File: config.mk
export PLATFORM = sky130hd
export DESIGN_NAME = stack_reg_file
export DESIGN_NICKNAME = d
export VERILOG_FILES = /design/src/rtl/stack_reg_file.sv
export SDC_FILE = /design/constraint.sdc
export NUM_CORES = 1
export LEC_CHECK = 0
export CAP_MARGIN = 40
export CORE_UTILIZATION = 25
export DETAILED_ROUTE_END_ITERATION = 10
export PLACE_DENSITY = 0.41
export RECOVER_POWER = 50
export SLEW_MARGIN = 20
export SYNTH_ARGS = -nofsm -noshare
export SYNTH_HDL_FRONTEND = slang
export SYNTH_SLANG_ARGS = --single-unit
File: constraint.sdc
create_clock -name clk -period 10.2 [get_ports clk]
set_input_delay 1.53 -clock clk [delete_from_list [all_inputs] [get_ports clk]]
set_output_delay 1.53 -clock clk [all_outputs]
set_load 0.01 [all_outputs]
File: src/rtl/stack_reg_file.sv
// stack_reg_file: parametrised LIFO register stack for the stack-processor
// datapath. It supports push, pop and replace-top operations, and exposes the
// top two entries (TOS/NOS) combinationally to the ALU.
// All state changes on the falling edge of clk. Reset is synchronous and
// active-high.
// Optional feature macro: STACK_REG_FILE_STICKY_ERR_EN
//   - Defined: overflow/underflow are sticky until clr_err or reset.
//   - Not defined: overflow/underflow are one-cycle pulses, and clr_err is ignored.
module stack_reg_file #(
  parameter  int WIDTH = 16,
  parameter  int DEPTH = 16,
  localparam int CW    = $clog2(DEPTH + 1)
) (
  input  logic             clk,
  input  logic             reset,
  input  logic             push,
  input  logic             pop,
  input  logic [WIDTH-1:0] w_data,
  input  logic             clr_err,
  output logic [WIDTH-1:0] tos,
  output logic [WIDTH-1:0] nos,
  output logic [CW-1:0]    count,
  output logic             full,
  output logic             empty,
  output logic             overflow,
  output logic             underflow
);

  localparam int AW = (DEPTH > 1) ? $clog2(DEPTH) : 1;

  logic [WIDTH-1:0] mem_q [DEPTH];
  logic [CW-1:0]    sp_q;
  logic [CW-1:0]    sp_d;
  logic             ovf_q;
  logic             ovf_d;
  logic             udf_q;
  logic             udf_d;
  logic             wr_en_s;
  logic [AW-1:0]    wr_idx_s;
  logic             ovf_evt_s;
  logic             udf_evt_s;
  logic [CW-1:0]    sp_m1_s;
  logic [CW-1:0]    sp_m2_s;
  logic             full_s;
  logic             empty_s;

  assign sp_m1_s = sp_q - {{(CW-1){1'b0}}, 1'b1};
  assign sp_m2_s = sp_q - {{(CW-2){1'b0}}, 2'b10};
  assign full_s  = (sp_q == CW'(DEPTH));
  assign empty_s = (sp_q == {CW{1'b0}});

  // Decode the requested operation into pointer update, write and error events.
  always_comb begin
    sp_d      = sp_q;
    wr_en_s   = 1'b0;
    wr_idx_s  = sp_q[AW-1:0];
    ovf_evt_s = 1'b0;
    udf_evt_s = 1'b0;
    case ({push, pop})
      2'b10: begin
        if (!full_s) begin
          wr_en_s  = 1'b1;
          wr_idx_s = sp_q[AW-1:0];
          sp_d     = sp_q + {{(CW-1){1'b0}}, 1'b1};
        end else begin
          ovf_evt_s = 1'b1;
        end
      end
      2'b01: begin
        if (!empty_s) begin
          sp_d = sp_m1_s;
        end else begin
          udf_evt_s = 1'b1;
        end
      end
      2'b11: begin
        // Replace-top is legal even when full because the depth does not change.
        if (!empty_s) begin
          wr_en_s  = 1'b1;
          wr_idx_s = sp_m1_s[AW-1:0];
        end else begin
          udf_evt_s = 1'b1;
        end
      end
      default: begin
        sp_d = sp_q;
      end
    endcase
  end

`ifdef STACK_REG_FILE_STICKY_ERR_EN
  // Sticky error flags: a new event wins over a simultaneous clear.
  always_comb begin
    ovf_d = ovf_evt_s | (ovf_q & ~clr_err);
    udf_d = udf_evt_s | (udf_q & ~clr_err);
  end
`else
  logic unused_clr_err_s;
  assign unused_clr_err_s = clr_err;

  // Pulse error flags: high only for the cycle after the illegal request.
  always_comb begin
    ovf_d = ovf_evt_s;
    udf_d = udf_evt_s;
  end
`endif

  // Stack pointer and error flags. Reset takes priority over any operation.
  always_ff @(negedge clk) begin
    if (reset) begin
      sp_q  <= {CW{1'b0}};
      ovf_q <= 1'b0;
      udf_q <= 1'b0;
    end else begin
      sp_q  <= sp_d;
      ovf_q <= ovf_d;
      udf_q <= udf_d;
    end
  end

  // Entry storage is not reset. Writes are suppressed while reset is high.
  always_ff @(negedge clk) begin
    if (wr_en_s && !reset) begin
      mem_q[wr_idx_s] <= w_data;
    end
  end

  // Top-of-stack read. Entries above sp are gated off.
  always_comb begin
    tos = {WIDTH{1'b0}};
    if (!empty_s) begin
      tos = mem_q[sp_m1_s[AW-1:0]];
    end else begin
      tos = {WIDTH{1'b0}};
    end
  end

  // Next-on-stack read. This is valid only with at least two entries.
  always_comb begin
    nos = {WIDTH{1'b0}};
    if (sp_q > {{(CW-1){1'b0}}, 1'b1}) begin
      nos = mem_q[sp_m2_s[AW-1:0]];
    end else begin
      nos = {WIDTH{1'b0}};
    end
  end

  assign count     = sp_q;
  assign full      = full_s;
  assign empty     = empty_s;
  assign overflow  = ovf_q;
  assign underflow = udf_q;

endmodule
Word-level counts from Yosys, hierarchy flattened --
Memory sizes are Yosys's and may differ from the RTL's. Cells that the tools add are included.
Storage, ports and cells: flip-flop bits (word level) 7, RAM bits 256, bits of input ports 21, output and inout port bits 41, logic and storage cells 38, memories kept 1
Cells by class: add/sub/neg operators 3, order comparisons 1, equality and inequality tests 6, multiplexer cells 14, bitwise gates (word level) 2, reductions and logical operators 8
Memory list:
- mem_q | words 16, width 16, read ports 2, clocked after Yosys merged registers in 0, wr ports 1, RTL line 31 | logic [WIDTH-1:0] mem_q [DEPTH];
Operators with widths (count):
- two-way mux 16 bit | 2
- two-way mux 5 bit | 2
- one-hot mux 5 bit (2 select lines) | 1
- two-way mux 4 bit | 2
- two-way mux 1 bit | 6
- OR reduction 2 bit | 3
- adder 5 x 1 -> 5 bit, second input constant | 1
- == test 5 bit, second input constant | 1
- greater-than comparator 5 x 1 -> 1 bit, second input constant | 1
- zero test 5 bit | 1
- subtractor 5 x 1 -> 5 bit, second input constant | 1
- == test 2 bit, second input constant | 2
- != test 2 bit, second input constant | 2
- subtractor 4 x 2 -> 4 bit, second input constant | 1
- AND reduction 3 bit | 1
- == test 2 x 1 -> 1 bit, second input constant | 1
- NOT 1 bit | 2
- one-hot mux 1 bit (2 select lines) | 1
- nonzero test 2 bit | 1
- logical AND 1 bit | 1
- zero test 1 bit | 1

Longest topological paths before layout --
depth after elaboration 6, depth in mapped cells 10, gate-level depth less buffers 7

==> metrics <==
status=complete, no violations; Worst path slowest cell=clkdlybuf4s50_1; first-pass GRT wire length=58700 um; Num CTS Buffers=34; Die Wd=224 um; Max clock buf depth=3; worst rel slew slack=0.477; share of layout cells above drive strength 1=0.255; Initial Util=0.255; Post-synth ARST share=0; wire per inst=between 20 and 25 um; Max-Cap Viols=0; post-detail-place hpwl=about 24000 um; main flop type after synthesis=edfxtp_1; leak pwr=a little over 6 nW; Placeable Area=48100 sq um; H-tree Lvls=2; largest stage delay on the critical path=around 0.60 ns; Remaining Overflow, GRT=0; maximum fanout along the worst path=between 100 and 150; DR vias=between 8000 and 9000; count of cell types in the netlist=43; r2r startpoint=count[0]; drt total wl=around 40000 um; Synth warnings=0; total of flip-flops plus latches after synthesis=approximately 260; Worst Path Required=around 8.7 ns; initial DRC count=around 590; DIE AREA=between 50000 and 60000 sq um; vias in the first global route=just over 9000; Total GRT Usage=0.163; postcts setup bufs=0; Via density=between 4 and 5; post-CTS sizing=0; clk_lat worst skew=slightly below 0.6 ns; largest net degree at the start of global routing=between 100 and 150; CTS tree=yes; clock slew at reported path FFs=approximately 0.040 ns; Crit path max-delay family=buffers and inverters; commonest non-fill, non-tap cells in the layout=inv_1, edfxtp_1, mux4_2; Nets=a little over 1000; Synth Net Count=between 600 and 700; Post-route DRC=0; PortBufs=60; clock skew=0.0209 ns; Slew @ Worst Pin=between 0.7 and 0.8 ns; Setup Crit Path Kind=reg2out; Cell Rows=80; Mapped Cells=632; Critical Path End Type=output pin; Die Y=~220 um; Seq/Total Area, Yosys=0.636; commonest non-fill, non-tap cell in the layout=inv_1; Hold/Removal Path Class=reg2reg; Non-Filler Instances=between 1500 and 2000; hold buffer count at cts=0; I/O pin cnt=62; WP data arrival=8.46 ns; Post-synth EDFFs=~260; Synth Area per Inst=around 20 sq um; Pwr Density=226 nW/um^2; DRT Pass-1 Iters=5; worst path buffer plus inverter count=3; Critical Path Start=count[0]; final core utilization=0.337; hold_sp=count[4]; Antenna diodes=0; placed cells=1356; Hold Path Depth=2; clock root buffer=clkbuf_16; FF-to-FF path depth=7; Levels on crit path=7; Finished Cell Area=16200 sq um; antenna violations before repair=0; dpl cell area=between 10000 and 15000 sq um; Peak VDD IR=about 0.00012 V; Setup-failing EPs final=0; fill cell count=roughly 4700; Area growth syn-to-layout=31.7%; Hold Vio Cnt, Final=0; RSZ-0062 raised after global routing=no; setup_tns=0 ns; Sink Count=around 260; Max Slew Vio Count=0; synthesized area=about 12000 sq um; GP Congestion=around 0.74; DRT antenna net count=0; Startpoint Class=flip-flop; CP Cell Sequence=buf_12 -> a21boi_2 -> o21ai_2 -> buf_4 -> o221ai_1 -> nor2_1 -> clkdlybuf4s50_1
[worst reg2reg max path: cells and delay by family, from the launching register on]
family	cells	cell delay, ns
DFF	1	0.34
AOI/OAI and AO/OA	2	0.59
buffers and inverters	3	1.18
xor gates and xnor gates	1	0.22
and+or+nand+nor	1	0.39
[cell families after synthesis]
| family | Yosys count | synth area share |
|---|---|---|
| AO/OA/AOI/OAI | 75 | 0.0425 |
| XOR/XNOR | 6 | 0.00488 |
| adder cells (fa/ha/maj) | 7 | 0.00712 |
| buffers and inverters | 55 | 0.0207 |
| flip-flops | 263 | 0.636 |
| multiplexers | 161 | 0.262 |
| AND/OR/NAND/NOR | 65 | 0.0260 |
[cell type report]
cell class,instances,area (sq um),area share
clock inverter,288,1250,0.0772
tap,656,821,0.0507
clock buffer,35,876,0.0541
timing repair buffer,116,1090,0.0676
multi-input combinational,314,4300,0.265
sequential,263,7830,0.483
inverter,7,26.3,0.00162
[cell usage after synthesis (2+ instances only)]
| cell | n | share of area |
|---|---|---|
| or2_2 | 2 | 0.0010 |
| o22ai_1 | 31 | 0.016 |
| o221ai_1 | 15 | 0.011 |
| and2_1 | 2 | 0.0010 |
| a211oi_1 | 3 | 0.0018 |
| a21oi_1 | 6 | 0.0024 |
| buf_4 | 3 | 0.0018 |
| mux2i_1 | 32 | 0.026 |
| nor4_1 | 2 | 0.0010 |
| ha_1 | 7 | 0.0071 |
| edfxtp_1 | 256 | 0.63 |
| a32oi_1 | 4 | 0.0028 |
| or3_1 | 2 | 0.0010 |
| nand2_1 | 9 | 0.0027 |
| dfxtp_1 | 7 | 0.011 |
| a31oi_1 | 4 | 0.0020 |
| xnor2_1 | 4 | 0.0028 |
| inv_1 | 7 | 0.0021 |
| o21ai_0 | 5 | 0.0020 |
| nor2_1 | 23 | 0.0070 |
| mux4_2 | 129 | 0.24 |
| nand2b_1 | 3 | 0.0015 |
| nor3_1 | 13 | 0.0053 |
| buf_2 | 29 | 0.012 |
| clkbuf_1 | 15 | 0.0046 |
| nor2b_1 | 2 | 0.0010 |
[sequential cells by signal, summed over array words and instances, names as in the netlist]
name / cells
mem_q: 256
underflow: 1
overflow: 1
count: 5
[report_power, final]
group / total, mW / leakage (nW) / switching, mW / internal, mW
clock: 1.63 / 1.96 / 0.734 / 0.891
combinational: 0.817 / 1.82 / 0.435 / 0.382
sequential: 1.22 / 2.36 / 0.00691 / 1.21
total: 3.66 / 6.13 / 1.18 / 2.48
[through the flow]
stage	power, mW	hold WS (ns)	setup WS [ns]
after floorplan	1.86	0.554	1.04
after global placement	2.21	0.579	0.742
after detailed placement	2.22	0.587	0.753
after CTS	3.74	0.608	0.153
after global routing	3.88	0.648	0.0247
final	3.66	0.602	0.213
[worst paths after layout]
| check | to | slack [ns] |
|---|---|---|
| worst max-delay path | nos[8] | 0.21 |
| worst min-delay path | count[4] | 0.60 |
| worst max register to register | mem_q[10][9] | 7.13 |
| worst min register to register | count[4] | 0.60 |
[layer usage]
metal / vias to the layer above / wire, um / track usage
met4: 0 / 842 / 0.0729
li1: 3484 / - / -
met5: - / 0 / 0
met3: 67 / 2000 / 0.0443
met2: 271 / 20400 / 0.271
met1: 4294 / 17100 / 0.199
Note: power is estimated with default switching activity, not from simulation.
